==> src/rtl/mul_div_control_unit_if.sv <==
// Control interface between the MUL/DIV sequencer and the datapath.
// Ports: start/md_ready/ir_q flow into the sequencer; enable/bus_select/md_read/alu_op
//        and the busy/done/illegal status flow out of it.
interface mul_div_control_unit_if;
   logic        start;       // launch one instruction (honoured only when idle)
   logic        md_ready;    // memory data valid during the T1 read
   logic [31:0] ir_q;        // IR contents: [31:27] opcode, [26:23] Ra, [22:19] Rb
   logic [31:0] enable;      // register load enables
   logic [31:0] bus_select;  // one-hot bus driver select
   logic        md_read;     // MDR loads memory data instead of bus
   logic [3:0]  alu_op;      // ALU operation select
   logic        busy;        // sequencer not idle
   logic        done;        // completion pulse
   logic        illegal;     // unsupported-opcode pulse

   // Sequencer side (initiator of the datapath controls)
   modport master (
      input  start, md_ready, ir_q,
      output enable, bus_select, md_read, alu_op, busy, done, illegal
   );

   // Datapath / CPU sequencer side
   modport slave (
      output start, md_ready, ir_q,
      input  enable, bus_select, md_read, alu_op, busy, done, illegal
   );
endinterface

==> src/rtl/mul_div_control_unit.sv <==
// Hardwired MUL/DIV control sequencer: fetch T0-T2, execute T3-T6, then DONE.
// Latency: 9 cycles from start edge to end of done pulse, +1 per T1 memory wait cycle.
// Backpressure: md_ready low holds T1 indefinitely; start is ignored (not queued) while busy.
// Ports: clk, clr (synchronous active-high reset); bus_if (master) carries start, md_ready,
//        ir_q in and enable, bus_select, md_read, alu_op, busy, done, illegal out.
module mul_div_control_unit #(
   parameter logic [4:0] OP_MUL  = 5'b01111,
   parameter logic [4:0] OP_DIV  = 5'b10000,
   parameter logic [3:0] ALU_MUL = 4'd12,
   parameter logic [3:0] ALU_DIV = 4'd13
) (
   input logic                    clk,
   input logic                    clr,
   mul_div_control_unit_if.master bus_if
);

   typedef enum logic [3:0] {
      S_IDLE, S_T0, S_T1, S_T2, S_T3, S_T4, S_T5, S_T6, S_DONE
   } state_t;

   state_t     state_q;
   logic [4:0] opcode;
   logic [3:0] ra;
   logic [3:0] rb;
   logic       legal;
   logic       unused_ir;

   assign opcode    = bus_if.ir_q[31:27];
   assign ra        = bus_if.ir_q[26:23];
   assign rb        = bus_if.ir_q[22:19];
   assign legal     = (opcode == OP_MUL) || (opcode == OP_DIV);
   assign unused_ir = ^bus_if.ir_q[18:0];

   always_ff @(posedge clk) begin
      if (clr) begin
         state_q <= S_IDLE;
      end else begin
         case (state_q)
            S_IDLE:  if (bus_if.start) state_q <= S_T0;
            S_T0:    state_q <= S_T1;
            S_T1:    if (bus_if.md_ready) state_q <= S_T2;
            S_T2:    state_q <= S_T3;
            S_T3:    state_q <= legal ? S_T4 : S_IDLE;
            S_T4:    state_q <= S_T5;
            S_T5:    state_q <= S_T6;
            S_T6:    state_q <= S_DONE;
            S_DONE:  state_q <= S_IDLE;
            default: state_q <= S_IDLE;
         endcase
      end
   end

   // Outputs are a pure decode of the present state. The Ra/Rb/opcode-dependent
   // steps (T3/T4) cannot be precomputed a cycle early because IR is only loaded
   // at the end of T2, so the decode reads ir_q live during those states.
   always_comb begin
      bus_if.enable     = '0;
      bus_if.bus_select = '0;
      bus_if.md_read    = 1'b0;
      bus_if.alu_op     = '0;
      bus_if.busy       = (state_q != S_IDLE);
      bus_if.done       = 1'b0;
      bus_if.illegal    = 1'b0;
      case (state_q)
         S_T0: begin
            bus_if.bus_select[20] = 1'b1;   // PC onto bus
            bus_if.enable[25]     = 1'b1;   // MAR <- PC
            bus_if.enable[20]     = 1'b1;   // PC increment
         end
         S_T1: begin
            bus_if.md_read    = 1'b1;
            bus_if.enable[21] = 1'b1;       // MDR <- memory
         end
         S_T2: begin
            bus_if.bus_select[21] = 1'b1;   // MDR onto bus
            bus_if.enable[23]     = 1'b1;   // IR <- MDR
         end
         S_T3: begin
            if (legal) begin
               bus_if.bus_select[ra] = 1'b1;
               bus_if.enable[27]     = 1'b1;   // Y <- Ra
            end else begin
               bus_if.illegal = 1'b1;
            end
         end
         S_T4: begin
            bus_if.bus_select[rb] = 1'b1;
            bus_if.enable[24]     = 1'b1;      // Z <- Y op Rb
            if (opcode == OP_MUL)      bus_if.alu_op = ALU_MUL;
            else if (opcode == OP_DIV) bus_if.alu_op = ALU_DIV;
         end
         S_T5: begin
            bus_if.bus_select[19] = 1'b1;   // Zlow onto bus
            bus_if.enable[17]     = 1'b1;   // LO
         end
         S_T6: begin
            bus_if.bus_select[18] = 1'b1;   // Zhigh onto bus
            bus_if.enable[16]     = 1'b1;   // HI
         end
         S_DONE:  bus_if.done = 1'b1;
         default: ;
      endcase
   end

endmodule

==> src/flat_wrapper.sv <==
// flat-port wrapper written by rule: the top's interface ports become plain ports
module mul_div_control_unit_flat 
#(
   parameter logic [4:0] OP_MUL  = 5'b01111,
   parameter logic [4:0] OP_DIV  = 5'b10000,
   parameter logic [3:0] ALU_MUL = 4'd12,
   parameter logic [3:0] ALU_DIV = 4'd13
)
  (clk, clr, bus_if_start, bus_if_md_ready, bus_if_ir_q, bus_if_enable, bus_if_bus_select, bus_if_md_read, bus_if_alu_op, bus_if_busy, bus_if_done, bus_if_illegal);
  mul_div_control_unit_if bus_if_i ();
  input logic clk;
  input logic clr;
  input wire logic [$bits(bus_if_i.start)-1:0] bus_if_start;
  input wire logic [$bits(bus_if_i.md_ready)-1:0] bus_if_md_ready;
  input wire logic [$bits(bus_if_i.ir_q)-1:0] bus_if_ir_q;
  output wire logic [$bits(bus_if_i.enable)-1:0] bus_if_enable;
  output wire logic [$bits(bus_if_i.bus_select)-1:0] bus_if_bus_select;
  output wire logic [$bits(bus_if_i.md_read)-1:0] bus_if_md_read;
  output wire logic [$bits(bus_if_i.alu_op)-1:0] bus_if_alu_op;
  output wire logic [$bits(bus_if_i.busy)-1:0] bus_if_busy;
  output wire logic [$bits(bus_if_i.done)-1:0] bus_if_done;
  output wire logic [$bits(bus_if_i.illegal)-1:0] bus_if_illegal;
  assign bus_if_i.start = bus_if_start;
  assign bus_if_i.md_ready = bus_if_md_ready;
  assign bus_if_i.ir_q = bus_if_ir_q;
  assign bus_if_enable = bus_if_i.enable;
  assign bus_if_bus_select = bus_if_i.bus_select;
  assign bus_if_md_read = bus_if_i.md_read;
  assign bus_if_alu_op = bus_if_i.alu_op;
  assign bus_if_busy = bus_if_i.busy;
  assign bus_if_done = bus_if_i.done;
  assign bus_if_illegal = bus_if_i.illegal;
  mul_div_control_unit #(.OP_MUL(OP_MUL), .OP_DIV(OP_DIV), .ALU_MUL(ALU_MUL), .ALU_DIV(ALU_DIV)) u_core (.clk(clk), .clr(clr), .bus_if(bus_if_i));
endmodule
==> config.mk <==
export PLATFORM = sky130hd
export DESIGN_NAME = mul_div_control_unit_flat
export DESIGN_NICKNAME = d
export VERILOG_FILES = /design/src/rtl/mul_div_control_unit_if.sv /design/src/rtl/mul_div_control_unit.sv /design/src/flat_wrapper.sv
export SDC_FILE = /design/constraint.sdc
export NUM_CORES = 1
export LEC_CHECK = 0
export ABC_AREA = 1
export BUFFER_PORTS_ARGS = -buffer_cell sky130_fd_sc_hd__buf_4
export CAP_MARGIN = 20
export CORE_MARGIN = 1.5
export CORE_UTILIZATION = 30
export CTS_CLUSTER_SIZE = 12
export DETAILED_ROUTE_END_ITERATION = 7
export PLACE_DENSITY = 0.78
export SLEW_MARGIN = 25
export SYNTH_ARGS = -nofsm -noshare
export SYNTH_HDL_FRONTEND = slang
export SYNTH_SLANG_ARGS = --single-unit
==> constraint.sdc <==
create_clock -name clk -period 1.15 [get_ports clk]
set_clock_uncertainty 0.1 [all_clocks]
set_input_delay 0.115 -clock clk [delete_from_list [all_inputs] [get_ports clk]]
set_output_delay 0.115 -clock clk [all_outputs]
set_load 0.02 [all_outputs]
# Yosys cells after proc, flatten, opt, wreduce, memory -nomap -nowiden
# Index checks and enable logic that the tools add are counted.
[totals]
regBits = 4
in_bits = 36
output_inout_bits = 72
[classes]
magnitude_cmp = 4
n_eq_ne = 12
muxes = 29
reduce_logical = 6
[ops]
columns = ["operator", "count"]
rows = [
  ["16-bit one-hot mux with 2 select lines", 1],
  ["4-bit one-hot mux with 8 select lines", 1],
  ["4-bit 2-to-1 mux", 5],
  ["4-bit by 3-bit == test with 1-bit output (second input constant)", 4],
  ["16-bit 2-to-1 mux", 1],
  ["1-bit 2-to-1 mux", 13],
  ["4-bit by 6-bit < comparator with 1-bit output (second input constant)", 2],
  ["10-bit 2-to-1 mux", 1],
  ["1-bit demux with 4-bit select", 2],
  ["4-bit by 2-bit == test with 1-bit output (second input constant)", 2],
  ["4-bit by 1-bit greater-or-equal comparator with 1-bit output (second input constant)", 2],
  ["1-bit one-hot mux with 2 select lines", 4],
  ["5-bit by 4-bit == test with 1-bit output (second input constant)", 1],
  ["5-bit == test (second input constant)", 1],
  ["4-bit by 1-bit == test with 1-bit output (second input constant)", 1],
  ["4-bit == test (second input constant)", 1],
  ["4-bit logical NOT", 1],
  ["2-bit != test (second input constant)", 2],
  ["4-bit nonzero test", 1],
  ["3-bit 2-to-1 mux", 1],
  ["1-bit logical AND", 2],
  ["2-bit AND reduction", 1],
  ["1-bit logical OR", 1],
]

# Depth between registers and ports, before layout
# Gate-level depths: netlist of run 1.
[depth]
word_depth = 6
ltp_mapped = 8
depth_no_buf = 8

# Least setup slack after synthesis of run 1
# OpenSTA, ideal clock, no wires.
[synth_timing]
path_kind = "flip-flop to output port"
startpoint = "register u_core.state_q[2]"
endpoint = "output bus_if_alu_op[3]"
arrival_time_ns = 1.371
path_slack_ns = -0.436
stages_incl_launch_ff = 6
n_path_buf = 1
cell_sequence = "dfxtp_1 -> nand2_4 -> nor2_8 -> inv_4 -> a21oi_1 -> buf_4"
[synth_via]
elab_chain_cells = 2
[synth_rtl]
columns = ["item", "line", "rtl"]
rows = [
  ["from (decl)", "mul_div_control_unit.sv:21", "state_t state_q;"],
  ["from (signal assigned)", "mul_div_control_unit.sv:43", "S_T3: state_q <= legal ? S_T4 : S_IDLE;"],
  ["4-bit by 3-bit == test with 1-bit output", "n/a", ""],
  ["4-bit 2-to-1 mux", "mul_div_control_unit.sv:64", "case (state_q)"],
  ["to (decl)", "flat_wrapper.sv:19", "output wire logic [$bits(bus_if_i.alu_op)-1:0] bus_if_alu_op;"],
]
# Every way passes these cells.

# Final worst setup path of run 1
[layout_timing]
startpoint = "register u_core.state_q[3]"
endpoint = "output bus_if_bus_select[6]"
[layout_via]
elab_chain_cells = 2
word_cells_on_any_way = 3
cone_classes = "eq/ne: 2; mux: 1"
[layout_rtl]
columns = ["item", "line", "rtl"]
rows = [
  ["4-bit by 3-bit == test with 1-bit output, on equally long branches", "n/a", ""],
  ["16-bit one-hot mux with 2 select lines *", "mul_div_control_unit.sv:64", ""],
  ["to (decl)", "flat_wrapper.sv:17", "output wire logic [$bits(bus_if_i.bus_select)-1:0] bus_if_bus_select;"],
]
# Every way passes the cells marked *; elsewhere a longest branch is shown, timed or not.

==> results of run 1 <==
==> layer usage <==
| metal | vias to the layer above | wire [µm] | track usage |
|---|---|---|---|
| li1 | 641 | - | - |
| met1 | 632 | 1420 | 0.186 |
| met2 | 80 | 2330 | 0.375 |
| met3 | 16 | 311 | 0.0254 |
| met4 | 0 | 194 | 0.0500 |
| met5 | - | 0 | 0 |
==> placed cells by master, fill, tap and decap left out, drive strengths merged <==
cell type / count
buf: 90
nand2: 48
conb: 37
inv: 24
nor2: 22
o21ai: 14
nand3: 9
nor3: 7
dfxtp: 4
clkbuf: 3
a21oi: 1
a221oi: 1
nor4: 1
dlygate4sd3: 1
==> worst max-delay path by stage <==
stage / from / to / slack, ns / cells past startpoint
after floorplan: u_core.state_q[3] / bus_if_alu_op[3] / -0.16 / 6
after global placement: u_core.state_q[0] / bus_if_bus_select[8] / -0.23 / 7
after detailed placement: u_core.state_q[3] / bus_if_bus_select[6] / -0.26 / 8
after CTS: u_core.state_q[3] / bus_if_bus_select[6] / -0.51 / 8
after global routing: u_core.state_q[3] / bus_if_bus_select[9] / -0.61 / 8
final: u_core.state_q[3] / bus_if_bus_select[6] / -0.53 / 8
==> cells by family (layout without fill, tap and decap cells) <==
family                 after synthesis  count (layout)
AND/OR/NAND/NOR                     87              87
buffers and inverters               69             118
other                                1              37
AO/OA/AOI/OAI                       16              16
flip-flops                           4               4
==> power groups by stage <==
stage               clock, W  sequential [W]  combinational (W)
finish              0.000183        0.000175           0.000909
floorplan                  0        0.000176           0.000478
detailed placement         0        0.000177           0.000598
global route        0.000195        0.000176           0.000955
CTS                 0.000175        0.000176           0.000786
global placement           0        0.000175           0.000590
==> worst max-delay path, stage by stage (launching register included) <==
cell	delay [ns]
dfxtp_2	0.32
inv_2	0.07
nand2_4	0.08
nor2_8	0.15
inv_6	0.06
nor3_4	0.19
nand2_1	0.13
o21ai_4	0.07
buf_4	0.15
==> area by class of cell <==
class	count	area (µm²)	area share
multi-input combinational	140	995	0.462
timing repair buffer	91	880	0.408
inverter	24	110	0.0511
sequential	4	90.1	0.0418
tap	46	57.6	0.0267
clock buffer	3	22.5	0.0105
==> repair_timing <==
action / 4_1_cts / 5_1_grt
setup buffers: 16 / 10
pin swaps: 12 / 12
hold buffers: 1 / 0
cloned: 0 / 0
hold endpoints to repair: 3 / 0
setup endpoints to repair: 37 / 39
gates resized for setup: 68 / 24
==> metrics by stage <==
stage               instances   util  worst slack, ns  TNS (ns)
floorplan                 213      -           -0.161     -3.22
global placement          289  0.491           -0.232     -4.34
detailed placement        289  0.491           -0.259     -4.79
CTS                       306  0.611           -0.507    -15.31
global route              308  0.641           -0.608    -17.08
finish                    308  0.641           -0.531    -15.03
==> reports/results.ini, run 1 <==
[power]
p_switching_w = 0.000623
power_frac_comb = 0.717
pwr-share-seq = 0.138
power-per-cell-area_nw_per_um2 = 588
switching_share = 0.492
p_leak_nw = 1.10
p_int_w = 0.000644
finalPower_w = 0.00127
peakVddDrop_uv = 258
p_clk_frac = 0.144

[critical_path]
worstPathRequired_ns = 0.94
regToRegEndpoint = u_core.state_q[0]
cp_max_fo = 4
criticalPathCategory = register to output pin
reg2reg_from = u_core.state_q[3]
rrSetupSlack_ns = -0.34
reg2reg_depth = 9
cp-start-kind = register
critPathArrivalTime_ns = 1.47
end_kind = output pin

[logic_synthesis]
synth_edf_count = 0
async_flop_share = 0
yosysTopAreaCell = buf_4
yosysMostFrequentCell = nand2_1
synth.distinct_cells = 22
netlist_instances = 177
synth_xor_area_frac = 0
ys_seq_area_frac = 0.0760
synthTopCellsByArea = buf_4, nand2_1, o21ai_2
synthMuxAreaShare = 0
synth_top_family_by_area = buffers and inverters
syn-cell-area_um2 = 1050
yosys.area_share.simple = 0.393
synth_top_flop_cell = dfxtp_1
ys_warn_count = 0
syn_avg_cell_area_um2 = 5.95
synth.ff_latch_count = 4
yosys.area.top_type_share = 0.314
synth_commonest_cells = nand2_1, buf_4, nor2_1
synth_compound_area_frac = 0.115
synthAdderAreaFrac = 0

[sta]
period_minus_slack_ns = 1.68
finalCritPeriodShare = 1.46
setup_violations = 38
finalHoldViolations = 0
hold_ws_ns = 0.244
rsz0062_at_grt = true
fmax_mhz = 595
layout_setup_ws_ns = -0.531
timing.final.max_slew_violations = 0

[cts]
clockBufferDepth = 2
tritoncts = yes
clk_latency_ns = 0.24
cts-root-buf = clkbuf_4
path_clk_slew_ns = 0.04
clock-sinks = 4
cts_max_level = 1
cts_made_buffers = 3

[drt]
drtAntennaViolNets = 0
viasPerCell = 4.44
wire_per_inst_um = 13.8
drc = 0
first_iter_violations = 52
wl_mm = 4.26
firstDrtPassIters = 4
vias = 1369

[grt]
grt_usage = 0.181
antenna_found_initial = 0
grt_pass1_vias = 1256
grt_pass1_wl_mm = 5.80
grt_max_degree = 8
gr-total-overflow = 0

[flow_run]
cap_violations = 0

[floorplan]
start_util = 0.313
rows = 21
core_um2 = 3360
die_w_um = 62.3
die_y_um = 62.3
die_area_um2 = 3880
io_pins = 108

[layout]
area_delta_synth_final_pct = 105
finalInstanceArea_um2 = 2150
nets = 300
diodes = 0
drive_above_1_share = 0.573
reg.largest.list = u_core.state_q (4)
largest_register_ffs = 4
largest-register = u_core.state_q
fillCellCount = 290

[min_path]
hold_end = u_core.state_q[0]
worstHoldPathCells = 5
hold_path.class = input pin to register
min_from = bus_if_start

[placement]
placed_area_um2 = 1650
hpwl_mm = 2.51
place.gp.congestion = 0.887
port_buffers = 51

[outcome]
violations = negative setup slack
outcome = finished with violations

Note: power is estimated with default switching activity, not from simulation.
==> inputs of run 2 (changes only) <==
--- a/config.mk
+++ b/config.mk
@@ -13,7 +13,9 @@
 export CTS_CLUSTER_SIZE = 12
 export DETAILED_ROUTE_END_ITERATION = 7
 export PLACE_DENSITY = 0.78
+export REMOVE_ABC_BUFFERS = 1
 export SLEW_MARGIN = 25
 export SYNTH_ARGS = -nofsm -noshare
 export SYNTH_HDL_FRONTEND = slang
 export SYNTH_SLANG_ARGS = --single-unit
+export TNS_END_PERCENT = 100
==> reports/results.ini, run 2 (synthesis results as in run 1) <==
[min_path]
hold_path.class = input pin to register

[grt]
grt_pass1_wl_mm = 4.95
grt_pass1_vias = 1096
grt_usage = 0.154
grt_max_degree = 13
antenna_found_initial = 0
gr-total-overflow = 0

[drt]
drtAntennaViolNets = 0
wl_met2_mm = 1.74
wl_mm = 3.41
firstDrtPassIters = 4
wl_met1_mm = 1.39
vias = 1266
drc = 0
met3_length_um = 245
viasPerCell = 4.23
top_layer_used = met4
first_iter_violations = 52
wire_per_inst_um = 11.4

[power]
p_leak_nw = 1.04
finalPower_w = 0.00115
peakVddDrop_uv = 390
power-per-cell-area_nw_per_um2 = 602

[sta]
fmax_mhz = 599
hold_ws_ns = 0.181
rsz0062_at_grt = true
finalHoldViolations = 0
finalCritPeriodShare = 1.45
layout_setup_ws_ns = -0.519
period_minus_slack_ns = 1.67
timing.final.max_slew_violations = 0
setup_violations = 38

[floorplan]
io_pins = 108
rows = 21
start_util = 0.313
die_area_um2 = 3880
core_um2 = 3360
die_y_um = 62.3
die_w_um = 62.3

[critical_path]
cp_max_fo = 4
criticalPathCategory = register to output pin
end_kind = output pin
worstPathRequired_ns = 0.94
critPathArrivalTime_ns = 1.45
cp-start-kind = register

[layout]
nets = 291
instances_no_fill = 299
area_delta_synth_final_pct = 81.9
diodes = 0
drive_above_1_share = 0.522
fillCellCount = 308
largest_register_ffs = 4
reg.largest.list = u_core.state_q (4)
largest-register = u_core.state_q
final_cell_mix = nand2_1, buf_6, buf_4

[cts]
tritoncts = yes
clk_latency_ns = 0.24
path_clk_slew_ns = 0.04
cts-root-buf = clkbuf_4
cts_made_buffers = 3
cts_max_level = 1
clock-sinks = 4
clockBufferDepth = 2

[outcome]
violations = negative setup slack
outcome = finished with violations

[placement]
dp_cells = 286
place_ws_ns = -0.227
place.gp.congestion = 0.855
hpwl_mm = 2.18
port_buffers = 51

[flow_run]
cap_violations = 0

-- run 2: cell count changes in the layout (fill, tap and decap cells not counted), sizes merged --
cell and change:
buf -10, clkbuf +1
-- run 2: area by class of cell --
| cell class | instances | area [µm²] | area share |
|---|---|---|---|
| multi-input cells | 140 | 840 | 0.438 |
| inverters | 24 | 108 | 0.0561 |
| well taps | 46 | 57.6 | 0.0300 |
| clock buffers | 3 | 22.5 | 0.0117 |
| flip-flops and latches | 4 | 87.6 | 0.0457 |
| repair buffers | 82 | 802 | 0.418 |
-- run 2: routing by layer --
layer / vias up / global-route usage
met3: 5 / 0.0236
li1: 625 / -
met4: 0 / 0.0333
met2: 74 / 0.265
met1: 562 / 0.202
met5: - / 0
-- run 2: final timing paths --
check | slack, ns | to | startpoint | cells past startpoint
worst max-delay path | -0.52 | bus_if_alu_op[2] | u_core.state_q[3] | 8
worst min-delay path | 0.18 | u_core.state_q[0] | bus_if_start | 5
worst max register to register | -0.19 | u_core.state_q[0] | u_core.state_q[0] | 9
worst min register to register | 0.50 | u_core.state_q[0] | u_core.state_q[3] | 4
-- run 2: power by group --
part | total, W | internal (W) | switching [W]
Sequential | 0.000175 | 0.000158 | 0.0000172
Clock | 0.000179 | 0.000117 | 0.0000616
Combinational | 0.000800 | 0.000329 | 0.000472
Total | 0.00115 | 0.000603 | 0.000550
-- run 2: stage by stage --
stage / area [µm²] / utilization / setup TNS (ns)
2_1_floorplan: 847 / - / -9.27
3_3_place_gp: 1460 / 0.433 / -4.41
3_5_place_dp: 1460 / 0.433 / -5.18
4_1_cts: 1760 / 0.523 / -13.33
5_1_grt: 1920 / 0.570 / -16.41
6_report: 1920 / 0.570 / -14.07
-- run 2: critical path: stages (launching register included) --
cell and delay, ns:
dfxtp_2 0.31, inv_2 0.07, nand2_4 0.08, nor2_8 0.15, inv_6 0.06, buf_4 0.13
buf_4 0.14, a21oi_4 0.14, buf_6 0.14
-- run 2: timing repair --
item                                   in CTS  in global routing
endpoints found under the hold margin       3                  0
resized for setup                          61                 32
setup endpoints to repair                  38                 38
setup buffers                               7                  5
pin swaps                                  11                  7
gates cloned                                0                  1
hold buffers                                1                  0
==> inputs of run 3 (changes only) <==
--- a/config.mk
+++ b/config.mk
@@ -10,6 +10,7 @@
 export CAP_MARGIN = 20
 export CORE_MARGIN = 1.5
 export CORE_UTILIZATION = 30
+export CTS_BUF_LIST = sky130_fd_sc_hd__clkbuf_8 sky130_fd_sc_hd__clkbuf_16
 export CTS_CLUSTER_SIZE = 12
 export DETAILED_ROUTE_END_ITERATION = 7
 export PLACE_DENSITY = 0.78
==> reports/results.ini, run 3 (synthesis results as in run 1) <==
[grt]
grt_usage = 0.154
antenna_found_initial = 0
gr-total-overflow = 0
grt_pass1_vias = 1085
grt_pass1_wl_mm = 4.96
grt_max_degree = 13

[drt]
vias = 1286
first_iter_violations = 46
wl_mm = 3.52
drc = 0
wire_per_inst_um = 11.7
drtAntennaViolNets = 0
viasPerCell = 4.29
firstDrtPassIters = 4

[floorplan]
start_util = 0.313
die_y_um = 62.3
die_w_um = 62.3
rows = 21
die_area_um2 = 3880
io_pins = 108
core_um2 = 3360

[layout]
largest_register_ffs = 4
final_common_cell = buf_6
largest-register = u_core.state_q
drive_above_1_share = 0.531
nets = 292
fillCellCount = 296
final_cell_mix = buf_6, nand2_1, conb_1
reg.largest.list = u_core.state_q (4)
area_delta_synth_final_pct = 88.1
diodes = 0

[sta]
timing.final.max_slew_violations = 0
setup_violations = 38
finalCritPeriodShare = 1.44
hold_ws_ns = 0.205
finalHoldViolations = 0
fmax_mhz = 605
layout_setup_ws_ns = -0.503
rsz0062_at_grt = true
period_minus_slack_ns = 1.65

[power]
power-per-cell-area_nw_per_um2 = 657
peakVddDrop_uv = 450
p_leak_nw = 1.06

[critical_path]
reg2reg_depth = 10
cp-start-kind = register
critPathArrivalTime_ns = 1.44
worstPathRequired_ns = 0.94
cp-startpoint = u_core.state_q[3]
rrSetupSlack_ns = -0.19
criticalPathCategory = register to output pin
reg2reg_from = u_core.state_q[0]
end_kind = output pin
cp_max_fo = 4

[placement]
place_ws_ns = -0.227
port_buffers = 51
place.gp.congestion = 0.855
hpwl_mm = 2.18

[min_path]
hold_path.class = input pin to register
min_from = bus_if_start
worstHoldPathCells = 5

[outcome]
outcome = finished with violations
violations = negative setup slack

[flow_run]
cap_violations = 0

[cts]
clock-sinks = 4
cts_max_level = 1
cts-root-buf = clkbuf_8
path_clk_slew_ns = 0.03
clockBufferDepth = 2
clk_latency_ns = 0.22
tritoncts = yes
cts_made_buffers = 3

-- run 3: metal layers --
metal / share of wire / up-vias / wire length (µm) / track usage
li1: - / 626 / - / -
met1: 0.41 / 590 / 1440 / 0.205
met2: 0.51 / 68 / 1800 / 0.265
met3: 0.075 / 2 / 266 / 0.0236
met4: 0.0037 / 0 / 13 / 0.0333
met5: 0 / - / 0 / 0
-- run 3: through the flow --
step | total power, W | utilization | cells | setup TNS [ns] | instance area (µm²)
floorplan | 0.000491 | - | 168 | -9.27 | 847
CTS | 0.00117 | 0.529 | 296 | -12.41 | 1780
detailed placement | 0.000743 | 0.433 | 286 | -5.18 | 1460
finish | 0.00130 | 0.589 | 300 | -13.72 | 1980
global placement | 0.000735 | 0.433 | 286 | -4.41 | 1460
global route | 0.00136 | 0.589 | 300 | -15.84 | 1980
-- run 3: worst max-delay path, cell delays in order, from the launching register on --
cell	delay [ns]
dfxtp_2	0.31
inv_2	0.07
nand2_4	0.08
nor2_8	0.15
inv_6	0.06
nor3_4	0.24
nand2_1	0.11
o21ai_2	0.08
buf_6	0.13
-- run 3: final cells by class --
type                       instances  area, µm²  area share
multi-input combinational        140        858       0.433
timing repair buffer              83        825       0.416
inverter                          24        113      0.0568
sequential                         4       87.6      0.0442
tap                               46       57.6      0.0290
clock buffer                       3       41.3      0.0208
-- run 3: where the power goes --
group / leakage (nW) / total [W] / switching (W) / internal (W)
combinational: 1.00 / 0.000832 / 0.000494 / 0.000338
clock: 0.0216 / 0.000294 / 0.0000708 / 0.000223
sequential: 0.0347 / 0.000175 / 0.0000175 / 0.000158
-- run 3: path summary, 6_finish.rpt --
kind                          endpoint
setup / recovery  bus_if_bus_select[9]
hold / removal       u_core.state_q[0]
setup reg to reg     u_core.state_q[0]
hold reg to reg      u_core.state_q[0]
-- run 3: what timing repair did --
| action | in CTS | in global routing |
|---|---|---|
| hold endpoints to repair | 3 | 0 |
| setup endpoints to repair | 38 | 38 |
| pin swaps | 11 | 8 |
| gates cloned | 0 | 1 |
| resized for setup | 61 | 42 |
| hold buffers | 1 | 0 |
| setup buffers | 7 | 6 |
